<file path="config.mk">
export PLATFORM = sky130hd
export DESIGN_NAME = jtcomsc_snd_comm
export DESIGN_NICKNAME = d
export VERILOG_FILES = /design/src/rtl/jtcomsc_pkg.sv /design/src/rtl/jtcomsc_snd_fifo.sv /design/src/rtl/jtcomsc_snd_comm.sv
export SDC_FILE = /design/constraint.sdc
export NUM_CORES = 1
export LEC_CHECK = 0
export CORE_MARGIN = 2
export CORE_UTILIZATION = 38
export CTS_CLUSTER_SIZE = 10
export DETAILED_ROUTE_END_ITERATION = 7
export PLACE_DENSITY = 0.8
export SLEW_MARGIN = 20
export SYNTH_ARGS = -nofsm -noshare
export SYNTH_HDL_FRONTEND = slang
export SYNTH_HIERARCHICAL = 1
export SYNTH_SLANG_ARGS = --single-unit
</file>
<file path="constraint.sdc">
create_clock -name clk -period 0.95 [get_ports clk]
set_input_delay 0.1425 -clock clk [delete_from_list [all_inputs] [get_ports clk]]
set_output_delay 0.1425 -clock clk [all_outputs]
set_load 0.005 [all_outputs]
</file>
<file path="src/rtl/jtcomsc_pkg.sv">
// jtcomsc_pkg: shared sound-command channel types and defaults
package jtcomsc_pkg;
  typedef enum logic [1:0] {IDLE = 2'd0, PEND = 2'd1, SERV = 2'd2} snd_st_e;
  localparam int SND_FIFO_AW = 2;
endpackage

</file>
<file path="src/rtl/jtcomsc_snd_fifo.sv">
// jtcomsc_snd_fifo: command storage with registered head byte
// JTCOMSC_SND_FIFO_EN selects a 2**FIFO_AW deep FIFO; otherwise a single latest-wins latch
module jtcomsc_snd_fifo
  import jtcomsc_pkg::*;
#(
  parameter int FIFO_AW = SND_FIFO_AW
) (
  input  logic             clk,
  input  logic             rst,
  input  logic             push,
  input  logic             pop,
  input  logic [7:0]       din,
  output logic [7:0]       dout,
  output logic [FIFO_AW:0] level,
  output logic             ovf
);
`ifdef JTCOMSC_SND_FIFO_EN
  logic [7:0] mem [2**FIFO_AW];
  logic [FIFO_AW-1:0] wr_ptr, rd_ptr, rd_n;
  logic [FIFO_AW:0] level_n;
  logic [7:0] head_n;
  logic pop_ok, push_ok;
  // a pop frees a slot in the same clk, so a full push alongside it is accepted
  always_comb begin
    pop_ok  = pop && level != '0;
    push_ok = push && (!level[FIFO_AW] || pop_ok);
    rd_n    = rd_ptr + FIFO_AW'(pop_ok);
    level_n = level + (FIFO_AW+1)'(push_ok) - (FIFO_AW+1)'(pop_ok);
    head_n  = push_ok && wr_ptr == rd_n ? din : mem[rd_n];
  end
  always_ff @(posedge clk)
    if (push_ok) mem[wr_ptr] <= din;
  always_ff @(posedge clk or posedge rst)
    if (rst) begin
      wr_ptr <= '0;
      rd_ptr <= '0;
      level  <= '0;
      ovf    <= 1'b0;
      dout   <= '0;
    end else begin
      wr_ptr <= wr_ptr + FIFO_AW'(push_ok);
      rd_ptr <= rd_n;
      level  <= level_n;
      ovf    <= ovf | (push & ~push_ok);
      if (level_n != '0) dout <= head_n;
    end
`else
  always_ff @(posedge clk or posedge rst)
    if (rst) begin
      dout  <= '0;
      level <= '0;
    end else begin
      if (push) dout <= din;
      level <= push ? (FIFO_AW+1)'(1) : pop ? '0 : level;
    end
  assign ovf = 1'b0;
`endif
endmodule

</file>
<file path="src/rtl/jtcomsc_snd_comm.sv">
// jtcomsc_snd_comm: main-to-sound command channel driving the sound Z80 INT line
// Storage depth depends on JTCOMSC_SND_FIFO_EN (see jtcomsc_snd_fifo)
module jtcomsc_snd_comm
  import jtcomsc_pkg::*;
#(
  parameter int FIFO_AW = SND_FIFO_AW
) (
  input  logic             clk,
  input  logic             rst,
  input  logic             snd_irq,
  input  logic [7:0]       snd_latch,
  input  logic             snd_cen,
  input  logic             latch_rd,
  input  logic             irq_ack,
  output logic [7:0]       snd_din,
  output logic             snd_int_n,
  output logic [FIFO_AW:0] level,
  output logic             ovf
);
  snd_st_e st, st_n;
  logic lrd_q, pop, ack;
  // retire on the trailing edge of the read so the byte stays put during the access
  assign pop       = snd_cen & lrd_q & ~latch_rd;
  assign ack       = snd_cen & irq_ack;
  assign snd_int_n = st != PEND;
  always_ff @(posedge clk or posedge rst)
    if (rst) begin
      lrd_q <= 1'b0;
      st    <= IDLE;
    end else begin
      if (snd_cen) lrd_q <= latch_rd;
      st <= st_n;
    end
  always_comb begin
    st_n = IDLE;
    st_n = st == IDLE ? (level != '0 ? PEND : IDLE) :
           st == PEND ? (pop ? IDLE : ack ? SERV : PEND) :
           st == SERV ? (pop ? IDLE : SERV) : IDLE;
  end
  jtcomsc_snd_fifo #(.FIFO_AW(FIFO_AW)) u_fifo (
    .clk   (clk),
    .rst   (rst),
    .push  (snd_irq),
    .pop   (pop),
    .din   (snd_latch),
    .dout  (snd_din),
    .level (level),
    .ovf   (ovf)
  );
endmodule
</file>
After elaboration in Yosys (flattened, before gate mapping)
Cells that the tools add are included.
{"block": "op_classes", "add_sub_neg": 0, "n_mul": 0, "div": 0, "order_cmp": 0, "eq_ne": 3, "n_shift": 0, "mux": 9, "bitwise": 4, "reduce_logical": 3}
{"op": "two-way mux 2 bit", "count": 6}
{"op": "two-way mux 3 bit", "count": 2}
{"op": "bitwise AND 1 bit", "count": 3}
{"op": "nonzero test 3 bit", "count": 1}
{"op": "== test 2 x 1 -> 1 bit (second input constant)", "count": 1}
{"op": "== test 2 bit (second input constant)", "count": 1}
{"op": "zero test 2 bit", "count": 1}
{"op": "inequality test 2 x 1 -> 1 bit (second input constant)", "count": 1}
{"op": "nonzero test 2 bit", "count": 1}
{"op": "two-way mux 1 bit", "count": 1}
{"op": "NOT 1 bit", "count": 1}
{"block": "word_totals", "register_bits": 14, "latch_bits": 0, "ramBits": 0, "mem_bits_ro": 0, "input_bits": 14, "output_inout_bits": 13, "mem_count": 0}

Logic depth before layout (Yosys ltp)
Gate-level depths: netlist of run 1.
{"block": "depth", "word_depth": 6, "ltp_mapped": 4, "depth_no_buf": 4}

Hierarchy
The synthesis of run 1 kept the hierarchy.
{"mod": "jtcomsc_snd_fifo", "n_inst": 1, "cells_per_inst": 25, "area_per_inst_um2": 399.1, "seq_area_each_um2": 225.2}
{"mod": "jtcomsc_snd_comm", "n_inst": 1, "cells_per_inst": 14, "area_per_inst_um2": 150.1, "seq_area_each_um2": 75.1}

Worst setup path after synthesis of run 1
No wires, ideal clock.
{"block": "synth_path", "path_kind": "register to register", "startpoint": "register lrd_q", "endpoint": "register st[0]", "setup_time_ps": 99, "arrival_time_ps": 732, "required_time_ps": 851, "slack_ps": 119, "path_stages_with_launch": 3, "path_buffers": 0, "synth_period_minus_slack_ps": 831, "cell_sequence": "dfrtp_1 > a21o_1 > a311oi_1"}
{"block": "synth_via", "elab_chain_cells": 5}
{"element": "from (decl)", "line_no": "jtcomsc_snd_comm.sv:21", "text": "logic lrd_q, pop, ack;"}
{"element": "from (signal assigned)", "line_no": "jtcomsc_snd_comm.sv:31", "text": "if (snd_cen) lrd_q <= latch_rd;"}
{"element": "bitwise AND 1 bit (2 in series)", "line_no": "jtcomsc_snd_comm.sv:23", "text": "assign pop = snd_cen & lrd_q & ~latch_rd;"}
{"element": "two-way mux 2 bit (2 in series)", "line_no": "jtcomsc_snd_comm.sv:37", "text": "st == PEND ? (pop ? IDLE : ack ? SERV : PEND) :"}
{"element": "two-way mux 2 bit", "line_no": "jtcomsc_snd_comm.sv:36", "text": "st_n = st == IDLE ? (level != '0 ? PEND : IDLE) :"}
{"element": "named net st_n[0]", "line_no": "jtcomsc_snd_comm.sv:20", "text": "snd_st_e st, st_n;"}
{"element": "to (signal assigned)", "line_no": "jtcomsc_snd_comm.sv:32", "text": "st <= st_n;"}
{"element": "to (decl)", "line_no": "jtcomsc_snd_comm.sv:20"}
The timed path passes the listed nets, and every way through them passes these cells.
A chain may end at the register's enable or synchronous reset.

Worst setup path after layout of run 1
{"block": "layout_path", "startpoint": "register st[1]", "endpoint": "output snd_int_n"}
{"block": "layout_via", "elab_chain_cells": 1}
{"element": "inequality test 2 x 1 -> 1 bit", "line_no": "jtcomsc_snd_comm.sv:25", "text": "assign snd_int_n = st != PEND;"}
{"element": "to (decl)", "line_no": "jtcomsc_snd_comm.sv:16", "text": "output logic snd_int_n,"}
No other way between the ends.

==> results of run 1 <==
-- layout by cell type, fill, tap and decap left out, drive strengths merged --
master,count
inv,4
nand2b,2
mux2,9
nand4b,1
a311oi,1
clkbuf,4
dlygate4sd2,1
buf,20
a21o,2
conb,3
a21oi,1
clkdlybuf4s50,12
dfrtp,12
nor4,1
and3,1
-- sequential cells by signal (all words and copies together), names as in the netlist --
signal	count
u_fifo/level	1
lrd_q	1
u_fifo/dout	8
st	2
-- metrics by stage --
step           setup TNS, ns  instance area (um^2)  setup slack, ns
2_1_floorplan              0                   557            0.119
6_report              -0.116                   877          -0.0851
4_1_cts               -0.104                   860          -0.0959
3_3_place_gp           -3.23                   837           -0.277
3_5_place_dp           -3.37                   837           -0.298
5_1_grt               -0.304                   877           -0.126
-- final timing paths --
path / endpoint / slack [ns] / cells after the start
worst max-delay path: snd_int_n / -0.09 / 2
worst min-delay path: st[0] / 0.06 / 2
worst max register to register: st[0] / -0.03 / 3
worst min register to register: u_fifo/dout[6] / 0.51 / 1
max in group asynchronous: u_fifo/level[0] / 0.56 / 2
min in group clk: u_fifo/level[0] / 0.40 / 3
-- cell families after synthesis --
kind of cell	count (synthesis)	synth area share [%]
flops	12	54.7
buf+inv	8	8.88
simple gates	5	6.38
mux	9	23.9
other cells	1	0.683
compound gates	4	5.47
-- routing by layer --
metal	track usage (%)	share of wire, %	vias up
met5	0	0	-
met4	7.50	0	0
met3	4.74	5.2	0
met2	25.3	54	13
met1	17.0	41	205
li1	-	-	201
-- final cells by class --
class                      instances  area [um^2]  area share (%)
sequential                        12          300            34.2
timing repair buffer              33          277            31.5
multi-input combinational         21          230            26.2
clock buffer                       4         36.3            4.14
tap                               15         18.8            2.14
inverter                           4         15.0            1.71
-- where the power goes --
group	internal (mW)	total (mW)	leakage [nW]	switching [mW]
clock network	0.233	0.399	0.0210	0.166
logic	0.240	0.358	0.273	0.117
registers	0.569	0.605	0.139	0.0368
total	1.04	1.36	0.433	0.321
-- timing repair --
item	CTS	global route
pin swaps	1	1
gates resized for setup	43	3
setup endpoints to repair	12	12
setup buffers	3	0
cloned	0	0
==> run summary, run 1 <==
outcome = complete, but fails checks
failing checks = negative setup slack
Area contributors post-synth = dfrtp_1 55%, mux2_4 22%, buf_4 4.1%
yosys warns = 6
number of CTS-inserted buffers = 3
Main synth FF type = dfrtp_1
HPWL after DPL = 901 um
setup violators final = 2
Yosys cell types = 15
Power, Total = 1.36 mW
IO Count = 27
pin count of the biggest net entering global routing = 10
Vias = 419
Achievable Freq = 966 MHz
vias in the first global route = 437
synthesized instance count = 39
number of nets in the layout = 89
routability cong. = 0.704
leakage power = 0.433 nW
detailed router's first-iteration violation count = 2
Critical Path RT = 0.81 ns
share of cells above drive strength 1 = 50.0%
most frequent cell after synthesis = dfrtp_1
final setup margin = -0.0851 ns
CTS Sinks = 12
GRT overflow = 0
H-tree lvl count = 1
Slew Viols, Final = 0
total wire length = 1.16 mm
PwrDens = 1550 nW/um^2
crit path cell chain = nand2b_4 > buf_6
Core Area = 1330 um^2
initial antenna violation count = 0
first-pass GRT wire length = 1.90 mm
Final Instance Count excl. Fillers = 89
Fin. Hold Viols = 0
port bufs = 23
delay-heaviest family, CP = flip-flops
worst flop-to-flop path startpoint = st[0]
die width = 42.0 um
min Tclk post-route = 1.04 ns
crit path capture type = output port
Area Overhead vs Synth = 59.7%
Clk pin slew, worst setup/hold paths = 0.08 ns
synthesized cell area = 549 um^2
Clock Latency Late Sink = 0.27 ns
wire length per cell = 13.0 um
die span in y = 42.0 um
CP max stage cell = dfrtp_1
worst vdd ir = 0.000861 V
post-route ant nets = 0
critical path fanouts, max = 2
synthesized flop and latch total = 12
Synth Area per Inst = 14.1 um^2
First-pass DRT Iterations = 2
Setup crit start = st[1]
Worst setup SP type = flip-flop
number of remaining DRC errors = 0
Max Root-Sink Buffers = 2
TritonCTS clock tree = yes
Initial Util = 41.2%
cell taking the most area after synthesis = dfrtp_1
Layout fillers = 109
dpl cells = 82
kind of critical path = flip-flop to output port
cell at the root of the clock tree = clkbuf_4
share of the synthesized area in the top cell type = 54.7%
WP buf/inv = 1
Critical Path AT = 0.89 ns
synth cell count leaders = 12 x dfrtp_1, 8 x mux2_4, 4 x inv_1
# Max-Cap Violations = 0
sequential share of the synthesized area = 54.7%
EDFF count, synth = 0
Post-Route Utilization = 65.8%
Hold Worst Slack = 0.0613 ns
die area = 1770 um^2
final antenna diode count = 0
clock skew = 0.00260 ns
period utilisation layout = 109%
Vias/cell = 4.71
RSZ-0062 raised after global routing = true
worst min path class = input port to asynchronous set/reset pin
std cell rows = 13
Tot GR Track Use = 15.0%
Hold-fix buffers, CTS = 0
ys async rst share = 100%
CP max stage delay = 0.38 ns
No activity file was read; power rests on OpenSTA's default activity.
==> run 2: changes to the inputs <==
GPL_TIMING_DRIVEN = 0   (was not set)
==> run 2 against run 1 <==
Net effect:
- the flow still finishes with violations (negative setup slack)
- count of clock-buffer cells in the layout stayed put
- sequential power hardly changed
- largest power group unchanged
- final cell count is 2.2% lower
- routed wire length is 10% higher
- final area is 3.0% lower
- core utilization is 2.0 points lower
==> run summary, run 2 (synthesized netlist as in run 1, its figures left out) <==
RSZ-0062 raised after global routing = true
die span in y = 42.0 um (unchanged)
Critical Path RT = 0.81 ns (about the same)
Layout fillers = 115 (+5.5%)
Core Area = 1330 um^2 (unchanged)
max reg flops = 8 (unchanged)
outcome = complete, but fails checks
Clk pin slew, worst setup/hold paths = 0.07 ns (about the same)
final setup TNS = -0.120 ns (-0.00383 ns)
Vias/cell = 4.63 (-1.6%)
detailed router's first-iteration violation count = 4 (+2)
die area = 1770 um^2 (unchanged)
delay-heaviest family, CP = flip-flops
H-tree lvl count = 1 (unchanged)
leakage power = 0.429 nW (-0.86%)
final setup margin = -0.0795 ns (+0.00560 ns)
most common cell after layout, fill and taps aside = dfrtp_1
std cell rows = 13 (unchanged)
Final Instance Area = 851 um^2 (-3.0%)
total wire length = 1.28 mm (+10%)
worst vdd ir = 0.000785 V (-8.8%)
Top Registers = u_fifo/dout (8), st (2)
number of CTS-inserted buffers = 3 (unchanged)
First-pass DRT Iterations = 3 (+1)
wire length per cell = 14.7 um (+13%)
# Max-Cap Violations = 0 (unchanged)
IO Count = 27 (unchanged)
Fin. Hold Viols = 0 (unchanged)
kind of critical path = flip-flop to output port
critical path fanouts, max = 2 (unchanged)
CP max stage delay = 0.38 ns (about the same)
share of cells above drive strength 1 = 50.0% (unchanged)
HPWL after DPL = 923 um (+2.4%)
most frequent cells in the layout = 12 x dfrtp_1, 11 x clkdlybuf4s50_1, 9 x buf_2, 8 x buf_4, 8 x mux2_4
Critical Path AT = 0.89 ns (about the same)
Tot GR Track Use = 16.0% (+1.1 points)
die width = 42.0 um (unchanged)
DP Area = 796 um^2 (-4.9%)
PwrDens = 1600 nW/um^2 (+3.0%)
worst min path class = input port to asynchronous set/reset pin
post-route ant nets = 0 (unchanged)
clock skew = 0.00490 ns (+0.00230 ns)
number of nets in the layout = 87 (-2.2%)
cell at the root of the clock tree = clkbuf_4
crit path capture type = output port
final antenna diode count = 0 (unchanged)
port bufs = 22 (-4.3%)
crit path cell chain = nand2b_4 > buf_6
Clock Latency Late Sink = 0.27 ns (about the same)
Area Overhead vs Synth = 54.9%
CP max stage cell = dfrtp_1
Initial Util = 41.2% (unchanged)
Slew Viols, Final = 0 (unchanged)
min Tclk post-route = 1.03 ns (-0.00560 ns)
Achievable Freq = 971 MHz (+0.54%)
number of remaining DRC errors = 0 (unchanged)
WP buf/inv = 1 (unchanged)
setup violators final = 3 (+1)
Max Root-Sink Buffers = 2 (unchanged)
first-pass GRT wire length = 2.04 mm (+6.9%)
TritonCTS clock tree = yes
failing checks = negative setup slack
Worst setup SP type = flip-flop
routability cong. = 0.623 (-12%)
CTS Sinks = 12 (unchanged)
Vias = 403 (-3.8%)
vias in the first global route = 437 (unchanged)
period utilisation layout = 108% (-0.59 points)
GRT overflow = 0 (unchanged)
most flop-heavy register = u_fifo/dout
pin count of the biggest net entering global routing = 10 (unchanged)
initial antenna violation count = 0 (unchanged)
==> run 2: per-stage QoR <==
step / cells / power (mW) / worst slack [ns] / hold WS (ns) / util (%)
floorplan: 41 / 0.747 / 0.119 / -0.104 / -
global placement: 78 / 0.910 / -0.242 / 0.358 / 59.7
detailed placement: 78 / 0.925 / -0.271 / 0.351 / 59.7
CTS: 86 / 1.32 / -0.0897 / 0.0549 / 62.0
global route: 87 / 1.44 / -0.131 / 0.0663 / 63.8
finish: 87 / 1.36 / -0.0795 / 0.0613 / 63.8
==> run 2: metal layers <==
layer	part of all wire [%]	up-vias	track usage (%)	routed length (um)
li1	-	192	-	-
met1	38	196	16.9	483
met2	56	15	29.1	716
met3	6.0	0	4.74	76
met4	0	0	7.50	0
met5	0	-	0	0
==> run 2: path summary, 6_finish.rpt <==
path | startpoint | endpoint | slack [ns] | cells after the start
setup / recovery | st[1] | snd_int_n | -0.08 | 2
hold / removal | rst | st[0] | 0.06 | 2
min in group clk | snd_irq | u_fifo/level[0] | 0.14 | 2
setup reg to reg | st[0] | st[0] | -0.04 | 3
max in group asynchronous | rst | u_fifo/dout[1] | 0.53 | 2
hold reg to reg | u_fifo/dout[0] | u_fifo/dout[0] | 0.52 | 1
==> run 2: report_power, final <==
group / switching (mW) / total, mW / leakage, nW / internal, mW
clock: 0.176 / 0.409 / 0.0210 / 0.233
combinational: 0.119 / 0.346 / 0.269 / 0.228
sequential: 0.0367 / 0.605 / 0.139 / 0.569
==> run 2: layout make-up <==
type	instances	area [um^2]	area share (%)
Tap cell	15	18.8	2.21
Buffer	4	33.8	3.97
Timing Repair Buffer	27	216	25.4
Inverter	4	15.0	1.76
Clock buffer	4	36.3	4.26
Multi-Input combinational cell	21	230	27.1
Sequential cell	12	300	35.3
==> run 2: repair_timing <==
item	in CTS	in global routing
hold buffers	0	0
buffers inserted	4	1
resized for setup	42	3
pin swaps	2	1
setup endpoints to repair	10	12
